### src/rtl/pulse_stretcher_if.sv
// Event-in / level-out signal bundle for pulse_stretcher.
// The master drives strobes and the overflow clear. The slave returns the stretched level and the queue status.
interface pulse_stretcher_if #(
   parameter int PEND_W = 2
);
   logic              Pi;
   logic              ClrOvf;
   logic              Lo;
   logic              Busy;
   logic [PEND_W-1:0] Pending;
   logic              Overflow;

   modport master (
      output Pi, ClrOvf,
      input  Lo, Busy, Pending, Overflow
   );

   modport slave (
      input  Pi, ClrOvf,
      output Lo, Busy, Pending, Overflow
   );
endinterface

### src/rtl/pulse_stretcher.sv
// Stretches each one-clock event strobe into a HOLD_CYCLES-long high level on Lo.
// Each high phase is followed by a GAP_CYCLES forced-low gap. Events that arrive early wait in a saturating counter.
module pulse_stretcher #(
   parameter int HOLD_CYCLES = 4,
   parameter int GAP_CYCLES  = 2,
   parameter int PEND_W      = 2
) (
   input  logic              Clk,
   input  logic              ResetN,
   pulse_stretcher_if.slave  bus
);
   localparam int MAXC = (HOLD_CYCLES > GAP_CYCLES) ? HOLD_CYCLES : GAP_CYCLES;
   localparam int CW   = $clog2(MAXC) + 1;
   localparam logic [CW-1:0]     HOLD_LD  = CW'(HOLD_CYCLES - 1);
   localparam logic [CW-1:0]     GAP_LD   = CW'(GAP_CYCLES - 1);
   localparam logic [PEND_W-1:0] PEND_MAX = '1;

   typedef enum logic [1:0] {
      S_IDLE = 2'd0,
      S_HOLD = 2'd1,
      S_GAP  = 2'd2
   } state_t;

   state_t            state, state_n;
   logic [CW-1:0]     cnt, cnt_n;
   logic [PEND_W-1:0] pend, pend_n;
   logic              ovf, ovf_n;
   logic              from_q, start, launch, ovf_set;

   always_ff @(posedge Clk or negedge ResetN) begin
      if (!ResetN) begin
         state <= S_IDLE;
         cnt   <= '0;
         pend  <= '0;
         ovf   <= 1'b0;
      end else begin
         state <= state_n;
         cnt   <= cnt_n;
         pend  <= pend_n;
         ovf   <= ovf_n;
      end
   end

   always_comb begin
      from_q  = (pend != '0);
      start   = bus.Pi | from_q;
      state_n = state;
      cnt_n   = cnt;
      pend_n  = pend;
      launch  = 1'b0;
      ovf_set = 1'b0;

      case (state)
         S_IDLE: begin
            if (start) launch = 1'b1;
         end
         S_HOLD: begin
            if (cnt == '0) begin
               state_n = S_GAP;
               cnt_n   = GAP_LD;
            end else begin
               cnt_n = cnt - 1'b1;
            end
         end
         S_GAP: begin
            if (cnt == '0) begin
               if (start) launch  = 1'b1;
               else       state_n = S_IDLE;
            end else begin
               cnt_n = cnt - 1'b1;
            end
         end
         default: begin
            state_n = S_IDLE;
            cnt_n   = '0;
         end
      endcase

      // A queued start pops one entry; a coincident Pi refills it, so the count is unchanged.
      if (launch) begin
         state_n = S_HOLD;
         cnt_n   = HOLD_LD;
         if (from_q && !bus.Pi) pend_n = pend - 1'b1;
      end else if (bus.Pi && (state == S_HOLD || state == S_GAP)) begin
         if (pend == PEND_MAX) ovf_set = 1'b1;
         else                  pend_n  = pend + 1'b1;
      end

      if (ovf_set)         ovf_n = 1'b1;
      else if (bus.ClrOvf) ovf_n = 1'b0;
      else                 ovf_n = ovf;
   end

   assign bus.Lo       = (state == S_HOLD);
   assign bus.Busy     = (state != S_IDLE);
   assign bus.Pending  = pend;
   assign bus.Overflow = ovf;
endmodule

### src/flat_wrapper.sv
// flat-port wrapper written by rule: the top's interface ports become plain ports
module pulse_stretcher_flat 
#(
   parameter int HOLD_CYCLES = 4,
   parameter int GAP_CYCLES  = 2,
   parameter int PEND_W      = 2
)
  (Clk, ResetN, bus_Pi, bus_ClrOvf, bus_Lo, bus_Busy, bus_Pending, bus_Overflow);
  pulse_stretcher_if #(.PEND_W(PEND_W)) bus_i ();
  input  logic Clk;
  input  logic ResetN;
  input wire logic [$bits(bus_i.Pi)-1:0] bus_Pi;
  input wire logic [$bits(bus_i.ClrOvf)-1:0] bus_ClrOvf;
  output wire logic [$bits(bus_i.Lo)-1:0] bus_Lo;
  output wire logic [$bits(bus_i.Busy)-1:0] bus_Busy;
  output wire logic [$bits(bus_i.Pending)-1:0] bus_Pending;
  output wire logic [$bits(bus_i.Overflow)-1:0] bus_Overflow;
  assign bus_i.Pi = bus_Pi;
  assign bus_i.ClrOvf = bus_ClrOvf;
  assign bus_Lo = bus_i.Lo;
  assign bus_Busy = bus_i.Busy;
  assign bus_Pending = bus_i.Pending;
  assign bus_Overflow = bus_i.Overflow;
  pulse_stretcher #(.HOLD_CYCLES(HOLD_CYCLES), .GAP_CYCLES(GAP_CYCLES), .PEND_W(PEND_W)) u_core (.Clk(Clk), .ResetN(ResetN), .bus(bus_i));
endmodule
### config.mk
export PLATFORM = sky130hd
export DESIGN_NAME = pulse_stretcher_flat
export DESIGN_NICKNAME = d
export VERILOG_FILES = /design/src/rtl/pulse_stretcher_if.sv /design/src/rtl/pulse_stretcher.sv /design/src/flat_wrapper.sv
export SDC_FILE = /design/constraint.sdc
export NUM_CORES = 1
export LEC_CHECK = 0
export CAP_MARGIN = 20
export CORE_AREA = 3 3 40 42
export CTS_BUF_LIST = sky130_fd_sc_hd__clkbuf_8
export DETAILED_ROUTE_END_ITERATION = 16
export DIE_AREA = 0 0 43 45
export GPL_ROUTABILITY_DRIVEN = 0
export REMOVE_ABC_BUFFERS = 1
export SYNTH_ARGS = -nofsm -noshare
export SYNTH_HDL_FRONTEND = slang
export SYNTH_SLANG_ARGS = --single-unit
### constraint.sdc
create_clock -name Clk -period 2.4 [get_ports Clk]
set_input_delay 0.6 -clock Clk [delete_from_list [all_inputs] [get_ports Clk]]
set_output_delay 0.6 -clock Clk [all_outputs]
set_load 0.005 [all_outputs]
==> impl_metrics.py <==
metrics = {
    "outcome": {
        "status": "finished, final reports clean",
    },
    "yosys": {
        "synthArstFlopShare_pct": 100,
        "ys_warn_count": 0,
        "synth_ff_type": "dfrtp_1",
        "synth_edf_count": 0,
        "synth.avg_cell_area_sq_um": 9.23,
        "synthCells": 58,
        "ys_ff_latch": 8,
        "synthesis.area_sq_um": 536,
        "post_synth_num_cell_types": 25,
        "ys_seq_area_share_pct": 37.4,
    },
    "clock_tree": {
        "h-tree-depth": 1,
        "clk_pin_slew_ns": 0.04,
        "cts_max_path_buffers": 2,
        "cts-hold-fix-buffers": 0,
        "cts_resized": 0,
        "cts_root_buf": "clkbuf_8",
        "cts_tree": "done",
        "cts_buffers": 3,
        "clk_latency_ns": 0.23,
        "clock-sinks": 8,
        "postCtsSetupBuffers": 0,
    },
    "power": {
        "vdd_ir_drop_max_v": 0.000614,
        "switchingPower_mw": 0.372,
        "p_sw_share_pct": 39.9,
        "p_seq_share_pct": 27.6,
        "power.density_mw_per_mm2": 1390,
        "leakage_nw": 0.275,
        "p_int_mw": 0.562,
        "combPwrFrac_pct": 55.3,
        "power.clock.fraction_pct": 17.0,
    },
    "grt": {
        "grt_pass1_wl_microns": 1720,
        "gr-total-overflow": 0,
        "grt_pass1_vias": 398,
        "grt_usage_pct": 11.8,
        "grt_antenna_before_repair": 0,
        "grt_max_degree": 10,
    },
    "layout": {
        "final_util_pct": 52.2,
        "diodes": 0,
        "nNetsFinal": 79,
        "area_delta_synth_final_pct": 25.2,
        "final_common_cell": "o21ai_0",
        "drive_gt1_share_pct": 13.2,
        "final_cell_mix": "9 x o21ai_0, 8 x clkdlybuf4s50_1, 8 x dfrtp_1",
    },
    "die": {
        "die_x_microns": 43,
        "rows": 13,
        "die_h_microns": 45,
        "core_area_sq_mm": 0.00128,
        "boundaryPins": 9,
        "start_util_pct": 41.7,
        "die-area_sq_mm": 0.00194,
    },
    "sta": {
        "drv_slew": 0,
        "rsz0062_at_grt": "no",
        "min_period_ns": 2.21,
        "fin_crit_sh_pct": 92.2,
        "finalClockSkew_ns": 0.00218,
        "setup_tns_ns": 0,
        "finalHoldViolations": 0,
        "fmaxAchievable_mhz": 452,
        "worstMarginPinSlew_ns": 0.379,
        "finalSetupViolCount": 0,
        "relSlewSlack_pct": 74.7,
    },
    "min_path": {
        "hold_path_startpoint": "u_core.cnt[0]",
        "hold_path_depth": 1,
        "min_path_type": "reg -> reg",
        "holdPathEnd": "u_core.cnt[0]",
    },
    "critical_path": {
        "critPathKind": "reg -> out",
        "worstPathRequired_ns": 1.80,
        "cp_top_family": "buffers and inverters",
        "cpMaxStageDelayCell": "clkdlybuf4s50_1",
        "cpMostUsedCell": "inv_1",
        "endpoint_kind": "primary output",
        "cp_slowest_stage_delay_ns": 0.51,
        "cp_cell_sequence": "inv_1 -> ha_1 -> inv_1 -> clkdlybuf4s50_1",
        "r2r_end": "u_core.bus.Pending[0]",
        "reg2reg_from": "u_core.cnt[0]",
        "critPathArrivalTime_ns": 1.61,
        "critPathBufInv": 3,
        "r2r_cells": 6,
        "crit_path_max_fanout": 6,
        "reg2reg_setup_slack_ns": 0.78,
        "critPathLaunchType": "flop",
    },
    "drt": {
        "first_iter_violations": 8,
        "drt-pass1-iter-count": 3,
        "via_count": 450,
        "routed_wl_microns": 1060,
        "postRouteAntennaNets": 0,
        "avgViaCountPerCell": 5.42,
        "drcViolationCount": 0,
        "wl_per_cell_microns": 12.7,
    },
    "placement": {
        "port_buffers": 8,
        "dp_hpwl_microns": 837,
    },
    "run": {
        "timing.max_cap.violations": 0,
    },
}
==> layer usage <==
metal,GRT usage (%),part of all wire [%],up-vias
met2,19.5,45,4
met3,1.20,2.1,0
li1,-,-,236
met1,15.8,52,210
met4,5.42,0,0
met5,0,0,-
==> state kept, by name, indices dropped and copies added (netlist names) <==
signal	flops
u_core.bus.Overflow	1
u_core.cnt	3
u_core.state	2
u_core.bus.Pending	2
==> power groups by stage <==
| stage | combinational, mW | sequential (mW) | clock [mW] |
|---|---|---|---|
| 6_report | 0.517 | 0.258 | 0.159 |
| 5_1_grt | 0.580 | 0.270 | 0.170 |
| 4_1_cts | 0.518 | 0.259 | 0.162 |
| 3_5_place_dp | 0.517 | 0.259 | 0 |
| 3_3_place_gp | 0.514 | 0.261 | 0 |
| 2_1_floorplan | 0.345 | 0.250 | 0 |
==> cell type report <==
cell class	instances	area (sq um)
clock buffer	3	41.3
fill	123	614
inverter	7	26.3
multi-input combinational	42	304
sequential	8	200
tap	15	18.8
timing repair buffer	8	80.1
==> how the worst max path moves through the flow <==
stage | from | cells after the start | to
final | u_core.state[0] | 4 | bus_Busy
after global routing | u_core.state[0] | 4 | bus_Busy
after CTS | u_core.state[0] | 4 | bus_Busy
after detailed placement | bus_Pi | 4 | u_core.state[0]
after global placement | bus_Pi | 4 | u_core.state[0]
after floorplan | u_core.cnt[0] | 6 | u_core.bus.Pending[0]
==> cell usage after synthesis, drive strengths merged, types with 2 or more instances <==
cell type | number | area share, %
o21ai | 9 | 8.4
dfrtp | 8 | 37
a21oi | 7 | 7.2
inv | 7 | 4.9
ha | 5 | 12
nor3 | 3 | 3.7
nand3 | 2 | 1.9
or3b | 2 | 3.3
==> cells by family (layout without fill, tap and decap cells) <==
kind of cell	Yosys count	in the layout	synth area share [%]
multiplexers	1	1	1.87
flip-flops	8	8	37.4
adder cells (fa/ha/maj)	5	5	11.7
buffers and inverters	8	18	5.84
AO/OA/AOI/OAI	21	21	24.3
AND/OR/NAND/NOR	15	15	18.9
==> through the flow <==
stage / worst slack (ns) / area (sq um) / power, mW / hold slack [ns] / instances
3_5_place_dp: 0.329 / 629 / 0.776 / 0.497 / 80
5_1_grt: 0.101 / 671 / 1.02 / 0.517 / 83
6_report: 0.187 / 671 / 0.934 / 0.507 / 83
3_3_place_gp: 0.411 / 629 / 0.775 / 0.502 / 80
2_1_floorplan: 0.933 / 531 / 0.595 / 0.304 / 57
4_1_cts: 0.180 / 671 / 0.940 / 0.506 / 83
Power figures use the tool's default switching activity.
==> patch 1 (same settings) <==
`GAP_CYCLES` is set to 2 in 2 places; all go to 1.
--- a/src/rtl/pulse_stretcher.sv
+++ b/src/rtl/pulse_stretcher.sv
@@ -2,7 +2,7 @@
 // Each high phase is followed by a GAP_CYCLES forced-low gap. Events that arrive early wait in a saturating counter.
 module pulse_stretcher #(
    parameter int HOLD_CYCLES = 4,
-   parameter int GAP_CYCLES  = 2,
+   parameter int GAP_CYCLES  = 1,
    parameter int PEND_W      = 2
 ) (
    input  logic              Clk,
--- a/src/flat_wrapper.sv
+++ b/src/flat_wrapper.sv
@@ -2,7 +2,7 @@
 module pulse_stretcher_flat 
 #(
    parameter int HOLD_CYCLES = 4,
-   parameter int GAP_CYCLES  = 2,
+   parameter int GAP_CYCLES  = 1,
    parameter int PEND_W      = 2
 )
   (Clk, ResetN, bus_Pi, bus_ClrOvf, bus_Lo, bus_Busy, bus_Pending, bus_Overflow);
Check against the original RTL: not equivalent (Yosys sat finds a counterexample within 10 cycles, from zero or initial values and one cycle with ResetN low).
==> patch 1 against the unedited design <==
Sequential share of layout area down 0.17 points; power down 3.1%; setup slack better by 0.010 ns; via count down 3.3%; sequential cell count unchanged; wire length up 0.57%; synthesized area up 1.9%; design area up 0.56%; critical path type unchanged; critical endpoint unchanged; largest power group unchanged.
==> patch 1: results (changes against the unedited design) <==
| Metric | Value |
|---|---|
| WP data arrival | `1.60 ns` |
| Reg-to-reg critical path startpoint | `u_core.state[0]` |
| Layout fillers | `129 (+4.9%)` |
| Critical path peak fanout | `7 (+1)` |
| Slew Limit Headroom | `0.7456 (-0.001160)` |
| I/O Buffers | `8 (unchanged)` |
| DR vias | `435 (-3.3%)` |
| Fraction of power spent switching nets | `0.3986 (about the same)` |
| Final #Nets | `77 (-2.5%)` |
| Synth cell types | `28 (+12%)` |
| Num CTS Buffers | `3 (unchanged)` |
| Root buffer cell | `clkbuf_8` |
| First-pass GRT wire length | `1959 um (+14%)` |
| Max IR drop VDD | `0.0006170 V (+0.45%)` |
| Sequential area share after synthesis | `0.3670 (-0.006859)` |
| Post-CTS Setup Bufs | `0 (unchanged)` |
| Share of cells above drive strength 1 | `0.1364 (+0.004011)` |
| DR WL met2 | `441 um (-8.1%)` |
| Hpwl dp | `771.9 um (-7.8%)` |
| Met1 Wirelength | `573 um (+3.6%)` |
| Synth area leaders | `dfrtp_1 37%, ha_1 11%, o21ai_0 5.5%, inv_1 4.8%, a21oi_1 3.7%` |
| Max Root-Sink Buffers | `2 (unchanged)` |
| Drt first-iter violations | `8 (unchanged)` |
| Status | `completed` |
| Biggest register | `u_core.cnt` |
| Top Metal Used | `met4` |
| Clock latency on the worst-skew pair | `0.22 ns` |
| Initial antenna violation count | `0 (unchanged)` |
| Commonest cells post-synth | `8 x dfrtp_1, 7 x inv_1, 6 x o21ai_0` |
| Post-cts resize count | `0 (unchanged)` |
| Met3 routed WL | `38 um (+73%)` |
| Clk slew on worst S/H paths | `0.04 ns (about the same)` |
| Yosys Warn Count | `0 (unchanged)` |
| Cells after Synth | `56 (-3.4%)` |
| Hold crit path type | `reg -> reg` |
| Drt pass-1 iters | `4 (+1)` |
| CTS H-Tree Depth | `1 (unchanged)` |
| Clock Skew | `0.001016 ns (-0.001160 ns)` |
| Vias per inst | `5.370 (-0.95%)` |
| Total wire length | `1061 um (+0.57%)` |
| Critical path class | `reg -> out` |
| GRT Util Overall | `0.1371 (+0.01870)` |
| Max reg flops | `3 (unchanged)` |
| Placed cell count | `78 (-2.5%)` |
| Largest net degree at the start of global routing | `10 (unchanged)` |
| Antenna cell count | `0 (unchanged)` |
| Pleak | `0.3121 nW (+13%)` |
| Async set or reset register ratio after synthesis | `1.000 (unchanged)` |
| Min-delay src | `u_core.cnt[0]` |
patch 1: power groups by stage:
stage               sequential, mW  combinational [mW]  clock [mW]
floorplan                    0.239               0.346           0
global route                 0.257               0.574       0.170
finish                       0.249               0.500       0.157
global placement             0.247               0.501           0
detailed placement           0.247               0.497           0
CTS                          0.247               0.505       0.161
patch 1: through the flow:
step,worst slack (ns),area (um^2),util
floorplan,1.037,534.3,-
global placement,0.3595,633.1,0.4927
detailed placement,0.3480,633.1,0.4927
CTS,0.1798,674.4,0.5248
global route,0.09359,674.4,0.5248
finish,0.1968,674.4,0.5248
patch 1: final timing paths:
path                       slack, ns                    end  depth (start not counted)
max                             0.20               bus_Busy                          4
min                             0.49          u_core.cnt[0]                          1
max reg2reg                     0.89  u_core.bus.Pending[0]                          6
min reg2reg                     0.49          u_core.cnt[0]                          1
max in group asynchronous       1.49          u_core.cnt[1]                          1
min in group asynchronous       0.65  u_core.bus.Pending[1]                          1
patch 1: area by class of cell:
class | count | share of cell area
inverter | 7 | 0.03896
sequential | 8 | 0.2968
clock buffer | 3 | 0.06122
multi-input combinational | 40 | 0.4564
timing repair buffer | 8 | 0.1187
tap | 15 | 0.02783
patch 1: kinds of logic after synthesis:
family / share of synthesized area
simple gates: 0.1904
flops: 0.3670
buf+inv: 0.06881
compound gates: 0.2409
mux: 0.01835
fa+ha+maj: 0.1147
patch 1: critical path, cell delays in order (launching register included):
cell,delay (ns)
dfrtp_1,0.36
inv_1,0.08
ha_1,0.23
inv_1,0.17
clkdlybuf4s50_1,0.53
patch 1: layer usage:
metal  global-route usage  vias up
met5                    0        -
met4               0.1084        0
met3              0.02789        2
met2               0.1946        9
met1               0.1811      199
li1                     -      225
==> patch 2 (same flow settings) <==
Made on the original files. Encoding of `state_t`: now one-hot (3 bits for 3 states).
--- a/src/rtl/pulse_stretcher.sv
+++ b/src/rtl/pulse_stretcher.sv
@@ -15,10 +15,10 @@
    localparam logic [CW-1:0]     GAP_LD   = CW'(GAP_CYCLES - 1);
    localparam logic [PEND_W-1:0] PEND_MAX = '1;
 
-   typedef enum logic [1:0] {
-      S_IDLE = 2'd0,
-      S_HOLD = 2'd1,
-      S_GAP  = 2'd2
+   typedef enum logic [2:0] {
+      S_IDLE = 3'b001,
+      S_HOLD = 3'b010,
+      S_GAP  = 3'b100
    } state_t;
 
    state_t            state, state_n;
Formal check against the unedited RTL: same outputs for any inputs over 10 cycles, from zero or initial values and one cycle with ResetN low; not proved beyond that.
==> patch 2 against the unedited design <==
Setup slack worse by 0.032 ns; sequential cell count is 1 higher; wire length is 25% higher; synthesized area is 11% higher; design area is 9.5% higher; largest cell class unchanged; core utilization is 5.0 points higher; power is 5.4% higher; maximum frequency is 1.4% lower.
==> patch 2: results (changes against the unedited design) <==
| Metric | Value |
|---|---|
| Status | `completed` |
| WP data arrival | `1.65 ns (+0.04 ns)` |
| Mux share of post-synthesis cell area | `0 (-0.01869)` |
| Cell Pwr Density | `1341 nW/um^2 (-3.7%)` |
| CP max stage delay | `0.54 ns (+0.03 ns)` |
| Hpwl dp | `890.8 um (+6.4%)` |
| Crit path launch | `u_core.state[0]` |
| Vias in the first global route | `484 (+22%)` |
| Layout fillers | `132 (+7.3%)` |
| Compound-cell area share of the yosys netlist | `0.2458 (+0.002808)` |
| Share of cells above drive strength 1 | `0.1711 (+0.03870)` |
| GRT Util Overall | `0.1539 (+0.03552)` |
| Drt first-iter violations | `9 (+1)` |
| Final #Nets | `83 (+5.1%)` |
| First-pass GRT wire length | `2118 um (+23%)` |
| Synth area leaders | `dfrtp_1 34%, dfstp_2 4.4%, ha_1 4.2%, buf_6 3.8%, a21oi_1 3.4%` |
| P_comb | `533 uW (+3%)` |
| Reg2reg setup slack | `0.82 ns (+0.04 ns)` |
| CP max-delay cell | `dfstp_2` |
| DR WL/cell | `14.51 um (+14%)` |
| Clock Skew | `0.006186 ns (+0.004010 ns)` |
| Vias per inst | `5.923 (+9.2%)` |
| Top Family by Delay on Critical Path | `flip-flops` |
| Synth cell types | `34 (+36%)` |
| P_sw | `396.9 uW (+6.6%)` |
| Largest net degree at the start of global routing | `13 (+3)` |
| Min-delay src | `u_core.cnt[2]` |
| Slew Limit Headroom | `0.7071 (-0.03961)` |
| Sequential share of power | `0.281 (+0.005)` |
| Pleak | `0.3103 nW (+13%)` |
| Sequential area share after synthesis | `0.3803 (+0.006420)` |
| Max IR drop VDD | `0.0007406 V (+21%)` |
| Critical path peak fanout | `4 (-2)` |
| Commonest cells post-synth | `8 x dfrtp_1, 5 x inv_1, 4 x a21oi_1, 4 x nand2_1` |
[patch 2: cell count changes after synthesis, sizes merged, moves of 2 or more]
cell / before / now
o21ai: 9 / 5
a21oi: 7 / 4
a31oi: 0 / 3
ha: 5 / 2
nand2: 1 / 4
o22ai: 0 / 3
and2b: 0 / 2
buf: 0 / 2
inv: 7 / 5
nand2b: 0 / 2
nor2: 1 / 3
nor4: 0 / 2
nor4b: 0 / 2
[patch 2: per-stage QoR]
stage / worst slack, ns / std cells / area (um^2) / utilization
6_report: 0.1546 / 91 / 734.5 / 0.5716
5_1_grt: 0.1146 / 91 / 734.5 / 0.5716
4_1_cts: 0.04400 / 89 / 719.4 / 0.5599
3_5_place_dp: 0.2984 / 85 / 674.4 / 0.5248
3_3_place_gp: 0.3199 / 85 / 674.4 / 0.5248
2_1_floorplan: 0.7990 / 61 / 568.0 / -
[patch 2: worst min path at each step]
stage	end	slack, ns	cells past startpoint
finish	u_core.cnt[2]	0.52	1
global route	u_core.cnt[2]	0.56	1
detailed placement	u_core.cnt[2]	0.52	1
CTS	u_core.cnt[2]	0.53	1
floorplan	u_core.bus.Overflow	0.30	0
global placement	u_core.cnt[2]	0.51	1
[patch 2: routing by layer]
layer  global-route usage  vias up  wire length, um
li1                     -      262                -
met1               0.1836      259              598
met2               0.2365       11              605
met3              0.03586        7               63
met4               0.1265        0               52
met5                    0        -                0
[patch 2: layout make-up]
| cell class | instances | share of cell area |
|---|---|---|
| sequential | 9 | 0.3083 |
| tap | 15 | 0.02555 |
| inverter | 5 | 0.02555 |
| timing repair buffer | 11 | 0.1397 |
| multi-input combinational | 47 | 0.4395 |
| clock inverter | 1 | 0.005111 |
| clock buffer | 3 | 0.05622 |
